===== config.mk =====
export PLATFORM = sky130hd
export DESIGN_NAME = iter_muldiv_unit
export DESIGN_NICKNAME = d
export VERILOG_FILES = /design/src/rtl/iter_muldiv_unit.sv
export SDC_FILE = /design/constraint.sdc
export NUM_CORES = 1
export LEC_CHECK = 0
export ABC_AREA = 0
export BUFFER_PORTS_ARGS = -buffer_cell sky130_fd_sc_hd__buf_2
export CAP_MARGIN = 20
export CORE_ASPECT_RATIO = 1.25
export CORE_MARGIN = 3
export CORE_UTILIZATION = 53
export DETAILED_ROUTE_END_ITERATION = 8
export MAX_ROUTING_LAYER = met4
export PLACE_DENSITY = 0.77
export SYNTH_ARGS = -nofsm -noshare
export SYNTH_HDL_FRONTEND = slang
export SYNTH_SLANG_ARGS = --single-unit

===== constraint.sdc =====
create_clock -name clk -period 8.65 [get_ports clk]
set_input_delay 0.4325 -clock clk [delete_from_list [all_inputs] [get_ports clk]]
set_output_delay 0.4325 -clock clk [all_outputs]
set_load 0.01 [all_outputs]

===== src/rtl/iter_muldiv_unit.sv =====
// Iterative shift-add multiplier / restoring divider, one bit per clock under start/busy/done.
// Define SIGNED_OPS_EN to enable signed MUL/DIV (op[1]); otherwise op[1] is ignored.
module iter_muldiv_unit #(
   parameter int WIDTH = 32
) (
   input  logic             clk,
   input  logic             rst,
   input  logic             start,
   input  logic [1:0]       op,
   input  logic [WIDTH-1:0] a,
   input  logic [WIDTH-1:0] b,
   output logic             busy,
   output logic             done,
   output logic [WIDTH-1:0] hi,
   output logic [WIDTH-1:0] lo,
   output logic             div_by_zero
);

   // state  | meaning
   // IDLE   | waiting for start
   // RUN    | one multiply/divide iteration per clock, count down from WIDTH
   // DONE_S | result valid, done pulse, back to IDLE next edge
   typedef enum logic [1:0] {IDLE, RUN, DONE_S} state_t;

   localparam int CW = $clog2(WIDTH + 1);

   state_t           state;
   logic [CW-1:0]    count;
   logic             is_div;
   logic             neg_q;
   logic             neg_r;
   logic [WIDTH-1:0] ph;
   logic [WIDTH-1:0] pl;
   logic [WIDTH-1:0] m;

   logic             a_neg;
   logic             b_neg;
   logic [WIDTH-1:0] a_mag;
   logic [WIDTH-1:0] b_mag;

`ifdef SIGNED_OPS_EN
   always_comb begin
      a_neg = op[1] & a[WIDTH-1];
      b_neg = op[1] & b[WIDTH-1];
      a_mag = a_neg ? (~a + 1'b1) : a;
      b_mag = b_neg ? (~b + 1'b1) : b;
   end
`else
   logic unused_op1;
   assign unused_op1 = op[1];
   always_comb begin
      a_neg = 1'b0;
      b_neg = 1'b0;
      a_mag = a;
      b_mag = b;
   end
`endif

   // single iteration: shift-add for multiply, restoring subtract for divide
   logic [WIDTH:0]   mul_sum;
   logic [WIDTH:0]   div_sh;
   logic [WIDTH:0]   div_diff;
   logic [WIDTH-1:0] nph;
   logic [WIDTH-1:0] npl;

   always_comb begin
      mul_sum  = {1'b0, ph} + {1'b0, (pl[0] ? m : {WIDTH{1'b0}})};
      div_sh   = {ph, pl[WIDTH-1]};
      div_diff = div_sh - {1'b0, m};
      if (is_div) begin
         nph = div_diff[WIDTH] ? div_sh[WIDTH-1:0] : div_diff[WIDTH-1:0];
         npl = {pl[WIDTH-2:0], ~div_diff[WIDTH]};
      end else begin
         nph = mul_sum[WIDTH:1];
         npl = {mul_sum[0], pl[WIDTH-1:1]};
      end
   end

   logic [2*WIDTH-1:0] prod;
   logic [WIDTH-1:0]   res_hi;
   logic [WIDTH-1:0]   res_lo;

   always_comb begin
      prod = {nph, npl};
`ifdef SIGNED_OPS_EN
      if (is_div) begin
         res_lo = neg_q ? (~npl + 1'b1) : npl;
         res_hi = neg_r ? (~nph + 1'b1) : nph;
      end else begin
         if (neg_q) prod = ~prod + 1'b1;
         res_hi = prod[2*WIDTH-1:WIDTH];
         res_lo = prod[WIDTH-1:0];
      end
`else
      res_hi = prod[2*WIDTH-1:WIDTH];
      res_lo = prod[WIDTH-1:0];
`endif
   end

   always_ff @(posedge clk) begin
      if (rst) begin
         state       <= IDLE;
         busy        <= 1'b0;
         done        <= 1'b0;
         hi          <= '0;
         lo          <= '0;
         div_by_zero <= 1'b0;
         count       <= '0;
         is_div      <= 1'b0;
         neg_q       <= 1'b0;
         neg_r       <= 1'b0;
         ph          <= '0;
         pl          <= '0;
         m           <= '0;
      end else begin
         case (state)
            IDLE: begin
               done <= 1'b0;
               if (start) begin
                  is_div      <= op[0];
                  busy        <= 1'b1;
                  div_by_zero <= 1'b0;
                  if (op[0] && (b == '0)) begin
                     hi          <= a;
                     lo          <= '1;
                     div_by_zero <= 1'b1;
                     done        <= 1'b1;
                     state       <= DONE_S;
                  end else begin
                     ph    <= '0;
                     pl    <= a_mag;
                     m     <= b_mag;
                     neg_q <= a_neg ^ b_neg;
                     neg_r <= a_neg;
                     count <= CW'(WIDTH);
                     state <= RUN;
                  end
               end
            end
            RUN: begin
               count <= count - 1'b1;
               ph    <= nph;
               pl    <= npl;
               if (count == CW'(1)) begin
                  hi    <= res_hi;
                  lo    <= res_lo;
                  done  <= 1'b1;
                  state <= DONE_S;
               end
            end
            DONE_S: begin
               done  <= 1'b0;
               busy  <= 1'b0;
               state <= IDLE;
            end
            default: begin
               state <= IDLE;
               busy  <= 1'b0;
               done  <= 1'b0;
            end
         endcase
      end
   end

endmodule


* Word-level counts from Yosys, hierarchy flattened
Cells that the tools add are included. Widths: inputs -> output; s select.
Storage, ports and cells: register bits 172, bits of input ports 69, output and inout port bits 67, logic and storage cells 64
Cells by class: add/subtract/negate cells 3, equal/unequal tests 6, multiplexer cells 31, bitwise gates (word level) 3, reduce and logical (&&, ||, !) cells 10
Operators with widths (count):
- $mux 32 | 14
- $pmux 32 s2 | 4
- $add 32x32->33 | 1
- $sub 33x32->33 | 1
- $logic_not 32->1 | 1
- $mux 6 | 2
- $pmux 6 s2 | 1
- $ne 2x2->1 const B | 4
- $eq 6x1->1 const B | 1
- $mux 2 | 3
- $reduce_and 2->1 | 3
- $reduce_and 3->1 | 2
- $sub 6x1->6 const B | 1
- $mux 1 | 4
- $pmux 1 s2 | 2
- $pmux 2 s2 | 1
- $reduce_and 4->1 | 1
- $not 1->1 | 3
- $eq 2x1->1 const B | 1
- $logic_not 2->1 | 1
- $reduce_bool 2->1 | 1
- $logic_and 1x1->1 | 1

* Depth between registers and ports, before layout
Gate-level depths: netlist of the first run.
depth after elaboration 5, gate-level depth with buffers 15, gate-level depth less buffers 13

* Worst setup path after synthesis of the first run
OpenSTA, ideal clock, no wires.
path kind register -> register, start register pl[31], end register hi[1], data arrival time 2.983 ns, data required time 8.580 ns, path slack 5.597 ns, cell stages (with the launch flop) 15, path buffers 1, clock period less this slack 3.053 ns, path through dfxtp_1 -> inv_1 -> ha_1 -> fa_1 -> nand2b_1 -> a21o_1 -> a211oi_2 -> o211ai_1 -> a211oi_4 -> buf_6 -> mux2i_1 -> nor2_1 -> a211oi_1 -> a21oi_1 -> a21oi_1
On the way: word-level cells in the longest chain between the ends 5
RTL lines:
- start, declared | RTL line 33 | logic [WIDTH-1:0] pl;
- start signal, assigned | RTL line 131 | pl <= a_mag;
- start signal, assigned | RTL line 143 | pl <= npl;
- $sub 33x32->33 | RTL line 69 | div_diff = div_sh - {1'b0, m};
- $mux 32 | RTL line 71 | nph = div_diff[WIDTH] ? div_sh[WIDTH-1:0] : div_diff[WIDTH-1:0];
- $mux 32 | RTL line 70 | if (is_div) begin
- $mux 32 | RTL line 144 | if (count == CW'(1)) begin
- $pmux 32 s2 | RTL line 116 | case (state)
- end signal, assigned | RTL line 145 | hi <= res_hi;
- end, declared | RTL line 14 | output logic [WIDTH-1:0] hi,
Every way passes these cells. The select of a mux whose other input is x is not followed. A chain may end at the register's enable or synchronous reset.

* Worst setup path after layout of the first run
start register pl[0], end register ph[29]
On the way: word-level cells in the longest chain between the ends 4
RTL lines:
- $mux 32 | RTL line 67 | mul_sum = {1'b0, ph} + {1'b0, (pl[0] ? m : {WIDTH{1'b0}})};
- $add 32x32->33 | RTL line 67
- $mux 32 | RTL line 70
- $pmux 32 s2 | RTL line 116
- end signal, assigned | RTL line 142 | ph <= nph;
- end, declared | RTL line 32 | logic [WIDTH-1:0] ph;
Every way passes these cells.

==> impl_results.md, run 1 <==
- Initial Util: 0.5453
- Synth area leaders: dfxtp_1 (31%), a21oi_1 (8.8%), ha_1 (7.4%)
- Vias in the first global route: 10300
- Postcts setup bufs: 0
- Layout cell share with drive strength beyond 1: 0.1252
- CTS Hold Bufs: 0
- Crit path kind: register to register
- Mean Syn Cell Area: 7.514 um2
- Placed cell count: 1794
- Setup TNS Final: 0 ns
- Vias: 11150
- Reg clk slew, reported paths: 0.07 ns
- Global-route usage over all layers: 0.3028
- Vias per cell: 6.104
- Syn-to-layout area delta: 11.68%
- Worst path required time: 8.93 ns
- Initial antenna violation count: 0
- DR DRC count: 0
- PwrDens: 177.0 nW/um2
- Final number of setup-violating endpoints: 0
- N_diodes: 0
- Antenna Nets Post-Route: 0
- Post-synth top area share: 0.3096
- Netlist cell types: 70
- Clk pwr share: 0.345
- Crit path launch type: register
- VDD IR max: 0.1377 mV
- CTS Root Buffer Type: clkbuf_16
- Outcome: complete, no violations
- Final core occ: 0.6090
- Die width: 135.6 um
- Most frequent cells in the layout: a21oi_1 (196), nor2_1 (181), dfxtp_1 (171)
- Clk_lat worst skew: 0.44 ns
- Post-cts resize count: 0
- H-Tree Depth: 4
- IO Port Bufs: 134
- First-pass DRT Iterations: 6
- Clock skew: 0.008815 ns
- Synth area leader: dfxtp_1
- Post-synth ARST share: 0
- First-pass GRT wire length: 53830 um
- Crit. End Element: register
- Final WL: 34270 um
- Crit share post-route: 0.4861
- Die Span Y: 168.0 um
- Routability cong.: 0.9451
- Total CTS buffers: 17
- Switching Fraction: 0.3486
- EDFF count, synth: 0
- Synth Instances: 1480
- Final hold vios: 0
- Post-synth net total: 1617
- CTS Sinks: 172
- DR WL/cell: 18.76 um
- Critical path fanouts, max: 34
- Die area: 22770 um2
- Most common cell after layout, fill and taps aside: a21oi_1
- Layout Nets: 1681
- Post-DP HPWL: 25170 um
- Total grt overflow: 0
- Fmax: 237.8 MHz
- Post-synthesis sequential area ratio: 0.3096
- Clk buf depth: 2
- Int Pwr: 1.432 mW
- Post-synthesis register bit count: 172
- Combinational share of power: 0.255
- Worst slack, placed: 4.133 ns
- Post-route insts no fill: 1827
- Synth warnings: 0
- # IOs: 136
- Max_cap viols: 0
- Mapped cell area: 11120 um2
- Max Slew Vio Count: 0
- Pleak: 5.196 nW
- Data arrival, critical path: 4.49 ns
- Core area: 20390 um2
- Period minus WS final: 4.205 ns
- P_sw: 0.7661 mW
- RSZ-0062 raised after global routing: false
- Flop pwr share: 0.399
- Largest net degree at the start of global routing: 94
- Slew @ Worst Pin: 1.043 ns
- TritonCTS clock tree: yes
- Cell Rows: 58
- Detailed Route Iter0 Violations: 973
- Setup ws final: 4.445 ns
- Worst min-delay path class: input port to register
- Main flop type after synthesis: dfxtp_1
- Rel. slew slack: 0.3047
## registers in the layout, indices dropped and copies added, names as in the netlist
name / flops
busy: 1
count: 6
div_by_zero: 1
done: 1
hi: 32
is_div: 1
lo: 32
m: 32
ph: 32
pl: 32
state: 2
## metal layers
layer,global-route usage,wire (um),vias up
met5,-,0,-
met4,0.1109,1072,0
met3,0.03168,1962,60
met2,0.4924,16180,430
met1,0.3907,15060,5235
li1,-,-,5427
## cells in the mapped netlist (5+ instances only)
cell type / n
a211o_1: 5
a211oi_1: 79
a21o_1: 23
a21oi_1: 196
a22oi_1: 12
a31oi_1: 10
and2_1: 65
and3_1: 6
buf_1: 15
buf_2: 12
clkbuf_1: 69
dfxtp_1: 172
ha_1: 66
inv_1: 46
mux2i_1: 23
nand2_1: 156
nand2b_1: 11
nand3_1: 18
nand4_1: 13
nor2_1: 182
nor2b_1: 8
nor3_1: 47
nor4_1: 10
o211ai_1: 19
o21a_1: 5
o21ai_0: 56
o21bai_1: 6
o221ai_1: 6
o22ai_1: 5
o31ai_1: 7
or3_1: 7
xnor2_1: 36
xor2_1: 23
## power groups by stage
| stage | sequential, mW | combinational (mW) | clock, mW |
|---|---|---|---|
| floorplan | 0.886 | 0.408 | 0 |
| global route | 0.883 | 0.616 | 0.800 |
| detailed placement | 0.894 | 0.546 | 0 |
| global placement | 0.893 | 0.539 | 0 |
| finish | 0.878 | 0.561 | 0.759 |
| CTS | 0.876 | 0.550 | 0.765 |
## cells by family after synthesis
| kind of cell | share of synthesized area |
|---|---|
| AOI/OAI and AO/OA | 0.2677 |
| xor gates and xnor gates | 0.04647 |
| adders and majority gates | 0.07786 |
| buffers and inverters | 0.05232 |
| DFF | 0.3096 |
| muxes | 0.02273 |
| and+or+nand+nor | 0.2233 |
## path summary, 6_finish.rpt
kind	start	cells past startpoint	to	slack (ns)
worst min-delay path	b[1]	3	m[1]	0.24
worst min register to register	hi[17]	2	hi[17]	0.45
worst max-delay path	pl[0]	14	ph[29]	4.45
worst max register to register	pl[0]	14	ph[29]	4.45
## metrics by stage
stage	instance area, um2	hold slack (ns)	power, mW
floorplan	11120	0.4447	1.294
global placement	11820	0.4393	1.431
detailed placement	11820	0.4415	1.441
CTS	12390	0.2320	2.190
global route	12420	0.2296	2.298
finish	12420	0.2391	2.198
## area by class of cell
class | instances | area (um2)
clock buffer | 18 | 429.2
clock inverter | 14 | 147.6
fill | 1929 | 7973
inverter | 47 | 176.4
multi-input combinational | 1162 | 7116
sequential | 172 | 3445
tap | 270 | 337.8
timing repair buffer | 144 | 768.2
## critical path, stage by stage, from the launching register on
cell	delay, ns
dfxtp_1	0.30
buf_4	0.22
and2_1	0.20
ha_1	0.23
fa_1	0.44
a211oi_1	0.31
o21ai_0	0.16
a31oi_1	0.41
a21bo_2	0.25
a31oi_1	0.16
nor3_1	0.30
o21bai_1	0.16
xor2_1	0.16
o211ai_1	0.57
a21oi_1	0.14
Power figures use the tool's default switching activity.
==> inputs of run 2 (changes only) <==
==> constraint.sdc (replaced) <==
create_clock -name clk -period 4.3 [get_ports clk]
set_input_delay 0.215 -clock clk [delete_from_list [all_inputs] [get_ports clk]]
set_output_delay 0.215 -clock clk [all_outputs]
set_load 0.01 [all_outputs]
==> run 2 against run 1 <==
  * Clock power is 100% higher
  * Register-to-register slack lost 4.0 ns
  * Worst hold slack got worse by 0.22 ns
  * Utilization grew 0.66 points
  * Global-route usage rose by 0.81 points
  * Largest cell class unchanged
  * Critical path depth decreased by 1
  * Combinational power is 100% higher
==> impl_results.md, run 2 (same netlist as run 1, synthesis figures left out) <==
- CTS Root Buffer Type: clkbuf_16 (unchanged)
- Layout Nets: 1697 (was 1681)
- Worst Setup SP: pl[31] (was pl[0])
- Reg2reg start: pl[31] (was pl[0])
- Most frequent cells in the layout: a21oi_1 (196), nor2_1 (181), dfxtp_1 (171) (unchanged)
- RSZ-0062 raised after global routing: false (unchanged)
- CTS Hold Bufs: 0 (unchanged)
- Syn-to-layout area delta: 12.89% (was 11.68%)
- Setup slack, reg-to-reg: 0.46 ns (was 4.45 ns)
- Die Span Y: 168.0 um (unchanged)
- Hold Crit Endpoint: m[19] (was m[1])
- Crit. End Element: register (unchanged)
- Final hold vios: 0 (unchanged)
- Reg clk slew, reported paths: 0.08 ns (was 0.07 ns)
- Total CTS buffers: 17 (unchanged)
- Max_cap viols: 0 (unchanged)
- Outcome: complete, no violations (unchanged)
- VDD IR max: 0.2810 mV (was 0.1377 mV)
- Crit-path leading delay family: compound AO/OA/AOI/OAI gates (unchanged)
- Fin area: 12550 um2 (was 12420 um2)
- Period minus WS final: 3.841 ns (was 4.205 ns)
- Post-place instance area: 11980 um2 (was 11820 um2)
- Final core occ: 0.6157 (was 0.6090)
- Initial antenna violation count: 0 (unchanged)
- Most common cell after layout, fill and taps aside: a21oi_1 (unchanged)
- Max Slew Vio Count: 0 (unchanged)
- Worst min-delay path class: input port to register (unchanged)
- Final WL: 34760 um (was 34270 um)
- Critical hold path startpoint: b[19] (was b[1])
- Fill cell count: 1896 (was 1929)
- Setup TNS Final: 0 ns (unchanged)
- Critical path fanouts, max: 14 (was 34)
- Reg2reg end: hi[28] (was ph[29])
- Crit path kind: register to register (unchanged)
- Crit path launch type: register (unchanged)
- Slew @ Worst Pin: 0.9146 ns (was 1.043 ns)
- Clock skew: 0.01055 ns (was 0.008815 ns)
- Fmax: 260.4 MHz (was 237.8 MHz)
- Clk buf depth: 2 (unchanged)
- Vias: 11260 (was 11150)
- Core area: 20390 um2 (unchanged)
- Die area: 22770 um2 (unchanged)
- IO Port Bufs: 134 (unchanged)
- TritonCTS clock tree: yes (unchanged)
- Data arrival, critical path: 4.15 ns (was 4.49 ns)
- # IOs: 136 (unchanged)
- DR WL/cell: 18.86 um (was 18.76 um)
- Global-route usage over all layers: 0.3108 (was 0.3028)
- Post-DP HPWL: 26180 um (was 25170 um)
- Clk_lat worst skew: 0.44 ns (about the same)
- Crit share post-route: 0.8932 (was 0.4861)
- Cell count of the worst reg-to-reg path: 13 (was 14)
- N_diodes: 0 (unchanged)
- Critical path's largest stage delay: 0.53 ns (was 0.57 ns)
- H-Tree Depth: 4 (unchanged)
- Routability cong.: 0.9617 (was 0.9451)
- Initial Util: 0.5453 (unchanged)
- Cell chain of the critical path: inv_1 -> ha_1 -> fa_1 -> nand2b_1 -> a21o_1 -> a211oi_2 -> o211ai_1 -> a211o_1 -> and3_1 -> a311oi_1 -> nand3_1 -> o221ai_1 -> nor2_1 (was buf_4 -> and2_1 -> ha_1 -> fa_1 -> a211oi_1 -> o21ai_0 -> a31oi_1 -> a21bo_2 -> a31oi_1 -> nor3_1 -> o21bai_1 -> xor2_1 -> o211ai_1 -> a21oi_1)
- CTS Sinks: 172 (unchanged)
- Largest net degree at the start of global routing: 93 (was 94)
- Worst path required time: 4.61 ns (was 8.93 ns)
- Post-cts resize count: 0 (unchanged)
- CP max-delay cell: a211o_1 (was o211ai_1)
- PwrDens: 355.5 nW/um2 (was 177.0 nW/um2)
- Layout cell share with drive strength beyond 1: 0.1341 (was 0.1252)
- Hold Path Cell Cnt: 3 (unchanged)
- Total grt overflow: 0 (unchanged)
- Pleak: 5.275 nW (was 5.196 nW)
- Vias in the first global route: 10310 (was 10300)
- Cell Rows: 58 (unchanged)
- Postcts setup bufs: 0 (unchanged)
- Detailed Route Iter0 Violations: 1095 (was 973)
- Vias per cell: 6.111 (was 6.104)
- First-pass GRT wire length: 54920 um (was 53830 um)
- Final number of setup-violating endpoints: 0 (unchanged)
- Die width: 135.6 um (unchanged)
- Buf/Inv on CP: 1 (unchanged)
- Rel. slew slack: 0.3806 (was 0.3047)
- Antenna Nets Post-Route: 0 (unchanged)
- DR DRC count: 0 (unchanged)
- First-pass DRT Iterations: 7 (was 6)
==> run 2: cell types whose count changed in the layout (fill, tap and decap cells not counted) <==
cell / before / now
buf_4: 10 / 24
buf_12: 0 / 3
inv_6: 2 / 4
buf_16: 1 / 0
clkinv_4: 3 / 2
inv_8: 5 / 4
==> run 2: per-stage QoR <==
stage                     std cells  hold WS (ns)  total power [mW]  setup slack [ns]
after global placement         1811        0.4404             2.923            0.5676
after floorplan                1480        0.3510             2.604             1.247
after detailed placement       1811        0.4454             2.939            0.5323
final                          1843       0.01456             4.463            0.4590
after CTS                      1843      0.007296             4.460            0.5190
after global routing           1843       0.01915             4.671            0.2272
==> run 2: how the worst max path moves through the flow <==
stage,to,depth (start not counted)
3_5_place_dp,hi[28],13
4_1_cts,hi[28],13
2_1_floorplan,hi[1],14
6_report,hi[28],13
5_1_grt,ph[29],14
3_3_place_gp,hi[28],13
==> run 2: layout make-up <==
cell class                      count  area [um2]  area share
Sequential cell                   172        3445      0.2744
Clock inverter                     14       145.1     0.01156
Multi-Input combinational cell   1162        7116      0.5668
Timing Repair Buffer              160       905.9     0.07215
Clock buffer                       18       429.2     0.03418
Inverter                           47       176.4     0.01405
Tap cell                          270       337.8     0.02691
==> run 2: report_power, final <==
| group | leakage (nW) | internal, mW | total, mW | switching [mW] |
|---|---|---|---|---|
| Clock | 0.275 | 0.774 | 1.54 | 0.765 |
| Combinational | 3.60 | 0.439 | 1.15 | 0.716 |
| Sequential | 1.40 | 1.69 | 1.77 | 0.0837 |
==> run 2: worst min-delay path: stages <==
cell and delay, ns:
buf_2 0.10, nand2_1 0.05, a21oi_1 0.05
==> run 2: per-layer routing <==
metal / track usage / vias up / routed length [um]
met4: 0.1390 / 0 / 1508
met3: 0.03497 / 77 / 2397
met5: - / - / 0
met1: 0.4111 / 5242 / 15160
li1: - / 5479 / -
met2: 0.4796 / 464 / 15690
==> inputs of run 3 (changes only) <==
--- a/config.mk
+++ b/config.mk
@@ -11,9 +11,11 @@
 export CORE_ASPECT_RATIO = 1.25
 export CORE_MARGIN = 3
 export CORE_UTILIZATION = 53
+export CTS_CLUSTER_DIAMETER = 50
 export DETAILED_ROUTE_END_ITERATION = 8
 export MAX_ROUTING_LAYER = met4
 export PLACE_DENSITY = 0.77
+export SKIP_CTS_REPAIR_TIMING = 1
 export SYNTH_ARGS = -nofsm -noshare
 export SYNTH_HDL_FRONTEND = slang
 export SYNTH_SLANG_ARGS = --single-unit
==> constraint.sdc (replaced) <==
create_clock -name clk -period 4.3 [get_ports clk]
set_input_delay 0 -clock clk [delete_from_list [all_inputs] [get_ports clk]]
set_output_delay 0 -clock clk [all_outputs]
set_load 0.01 [all_outputs]
==> run 3 against run 2 <==
  * The run now ends with hold timing left
  * Count of clock-buffer cells in the layout is the same
  * Maximum frequency is essentially flat
  * Critical path type unchanged
  * Largest cell class unchanged
  * Highest routed layer unchanged
  * Total power grew 1.4%
  * Via count grew 2.0%
  * First-iteration DRC count shrank 2.3%
  * Global-route usage grew 0.21 points
  * Die area is the same
  * Non-clock buffer count grew 52
  * Critical path depth shrank 1
  * Routed wire length grew 3.4%
  * Utilization grew 2.7 points
  * Combinational power grew 5%
==> impl_results.md, run 3 (same netlist as run 1, synthesis figures left out) <==
- Die width: 135.6 um (unchanged)
- DR WL/cell: 18.98 um (was 18.86 um)
- Failing checks: hold timing
- Fmax: 260.4 MHz (about the same)
- Max Slew Vio Count: 0 (unchanged)
- Cell count of the worst reg-to-reg path: 12 (was 13)
- N_diodes: 0 (unchanged)
- Final hold vios: 4 (was 0)
- Setup TNS Final: 0 ns (unchanged)
- Layout cell share with drive strength beyond 1: 0.1298 (was 0.1341)
- Slew @ Worst Pin: 0.8741 ns (was 0.9146 ns)
- Setup ws final: 0.4595 ns (was 0.4590 ns)
- Period minus WS final: 3.840 ns (was 3.841 ns)
- Initial antenna violation count: 0 (unchanged)
- Clock skew: 0.01599 ns (was 0.01055 ns)
- RSZ-0062 raised after global routing: false (unchanged)
- Max_cap viols: 0 (unchanged)
- Pleak: 5.498 nW (was 5.275 nW)
- Most frequent cells in the layout: a21oi_1 (196), nor2_1 (181), dfxtp_1 (171) (unchanged)
- Core area: 20390 um2 (unchanged)
- Crit share post-route: 0.8931 (was 0.8932)
- Post-DP HPWL: 26650 um (was 26180 um)
- Die area: 22770 um2 (unchanged)
- Hold Path Cell Cnt: 5 (was 3)
- Global-route usage over all layers: 0.3129 (was 0.3108)
- Syn-to-layout area delta: 17.81% (was 12.89%)
- Post-place instance area: 11990 um2 (was 11980 um2)
- Reg2reg start: pl[0] (was pl[31])
- Total CTS buffers: 17 (unchanged)
- CP max-delay cell: dfxtp_1 (was a211o_1)
- Data arrival, critical path: 4.12 ns (was 4.15 ns)
- Fill cell count: 1830 (was 1896)
- Worst slack, placed: 0.5016 ns (was 0.5323 ns)
- Cell Rows: 58 (unchanged)
- # IOs: 136 (unchanged)
- Final number of setup-violating endpoints: 0 (unchanged)
- DR DRC count: 0 (unchanged)
- Crit. End Element: register (unchanged)
- H-Tree Depth: 4 (unchanged)
- Fin area: 13100 um2 (was 12550 um2)
- Outcome: complete, but fails checks (was complete, no violations)
- First-pass DRT Iterations: 5 (was 7)
- Pwr Total: 4.524 mW (was 4.463 mW)
- Vias per cell: 6.064 (was 6.111)
- Detailed Route Iter0 Violations: 1070 (was 1095)
- IO Port Bufs: 134 (unchanged)
- Vias in the first global route: 10430 (was 10310)
- Crit path kind: register to register (unchanged)
- Critical path's largest stage delay: 0.80 ns (was 0.53 ns)
- CTS Sinks: 172 (unchanged)
- Reg2reg end: ph[30] (was hi[28])
- Final WL: 35960 um (was 34760 um)
- Cell chain of the critical path: and2_1 -> ha_1 -> a211oi_1 -> nor3_1 -> nor2_1 -> o22ai_1 -> or3_1 -> a31o_2 -> a31oi_1 -> xor2_1 -> a221o_1 -> a21oi_1 (was inv_1 -> ha_1 -> fa_1 -> nand2b_1 -> a21o_1 -> a211oi_2 -> o211ai_1 -> a211o_1 -> and3_1 -> a311oi_1 -> nand3_1 -> o221ai_1 -> nor2_1)
- Initial Util: 0.5453 (unchanged)
- Die Span Y: 168.0 um (unchanged)
- TritonCTS clock tree: yes (unchanged)
- Hold_ws: -0.006863 ns (was 0.01456 ns)
- Largest net degree at the start of global routing: 83 (was 93)
- Antenna Nets Post-Route: 0 (unchanged)
- Clk buf depth: 2 (unchanged)
- Worst min-delay path class: input port to register (unchanged)
- Total grt overflow: 0 (unchanged)
- Routability cong.: 0.9587 (was 0.9617)
- Vias: 11490 (was 11260)
- Crit path launch type: register (unchanged)
- Most common cell after layout, fill and taps aside: a21oi_1 (unchanged)
- Hold Crit Endpoint: pl[28] (was m[19])
- Rel. slew slack: 0.4081 (was 0.3806)
- VDD IR max: 0.2745 mV (was 0.2810 mV)
- CTS Root Buffer Type: clkbuf_16 (unchanged)
- Clk_lat worst skew: 0.44 ns (about the same)
- Critical hold path startpoint: a[28] (was b[19])
- Reg clk slew, reported paths: 0.08 ns (about the same)
- Worst path required time: 4.58 ns (was 4.61 ns)
- PwrDens: 345.3 nW/um2 (was 355.5 nW/um2)
- Setup slack, reg-to-reg: 0.46 ns (about the same)
- Critical path fanouts, max: 25 (was 14)
- First-pass GRT wire length: 55480 um (was 54920 um)
- Layout Nets: 1749 (was 1697)
-- run 3: changes by cell type in the layout (fill, tap and decap cells not counted) --
cell,delta
buf_16,+1
buf_4,-2
buf_8,+1
clkinvlp_4,+1
dlygate4sd3_1,+52
inv_6,-1
-- run 3: routing by layer --
layer  wire (um)  part of all wire  GRT usage
met5           0                 0          -
met4        1529             0.043     0.1324
met1       15240              0.42     0.4092
met3        2550             0.071    0.03108
met2       16640              0.46     0.4948
-- run 3: layout make-up --
cell class                 instances  area [um2]  share of cell area
clock buffer                      18       429.2             0.03276
clock inverter                    14       143.9             0.01098
inverter                          47       176.4             0.01347
multi-input combinational       1162        7116              0.5431
sequential                       172        3445              0.2629
tap                              270       337.8             0.02579
timing repair buffer             212        1454              0.1110
-- run 3: power by group --
group / switching, mW / total (mW) / internal (mW) / leakage, nW
sequential: 0.0876 / 1.77 / 1.69 / 1.40
combinational: 0.732 / 1.21 / 0.475 / 3.83
clock: 0.771 / 1.54 / 0.773 / 0.271
-- run 3: critical path: cells and delay by family (launching register included) --
| kind | cells | cell delay, ns |
|---|---|---|
| flip-flops | 1 | 0.80 |
| XOR/XNOR | 1 | 0.19 |
| AND/OR/NAND/NOR | 4 | 0.96 |
| adder cells (fa/ha/maj) | 1 | 0.26 |
| AO/OA/AOI/OAI | 6 | 1.47 |
-- run 3: worst max path at each step --
stage | slack, ns | to | start
after floorplan | 1.25 | hi[1] | pl[31]
after global placement | 0.57 | hi[28] | pl[31]
after detailed placement | 0.50 | ph[30] | pl[0]
after CTS | 0.47 | ph[30] | pl[0]
after global routing | 0.1 | ph[30] | pl[0]
final | 0.46 | ph[30] | pl[0]
-- run 3: stage by stage --
step | util | std cells | hold slack [ns]
after floorplan | - | 1480 | 0.1360
after global placement | 0.5868 | 1809 | 0.2542
after detailed placement | 0.5881 | 1810 | 0.2587
after CTS | 0.6162 | 1842 | -0.1952
after global routing | 0.6425 | 1895 | 0.01169
final | 0.6425 | 1895 | -0.006863
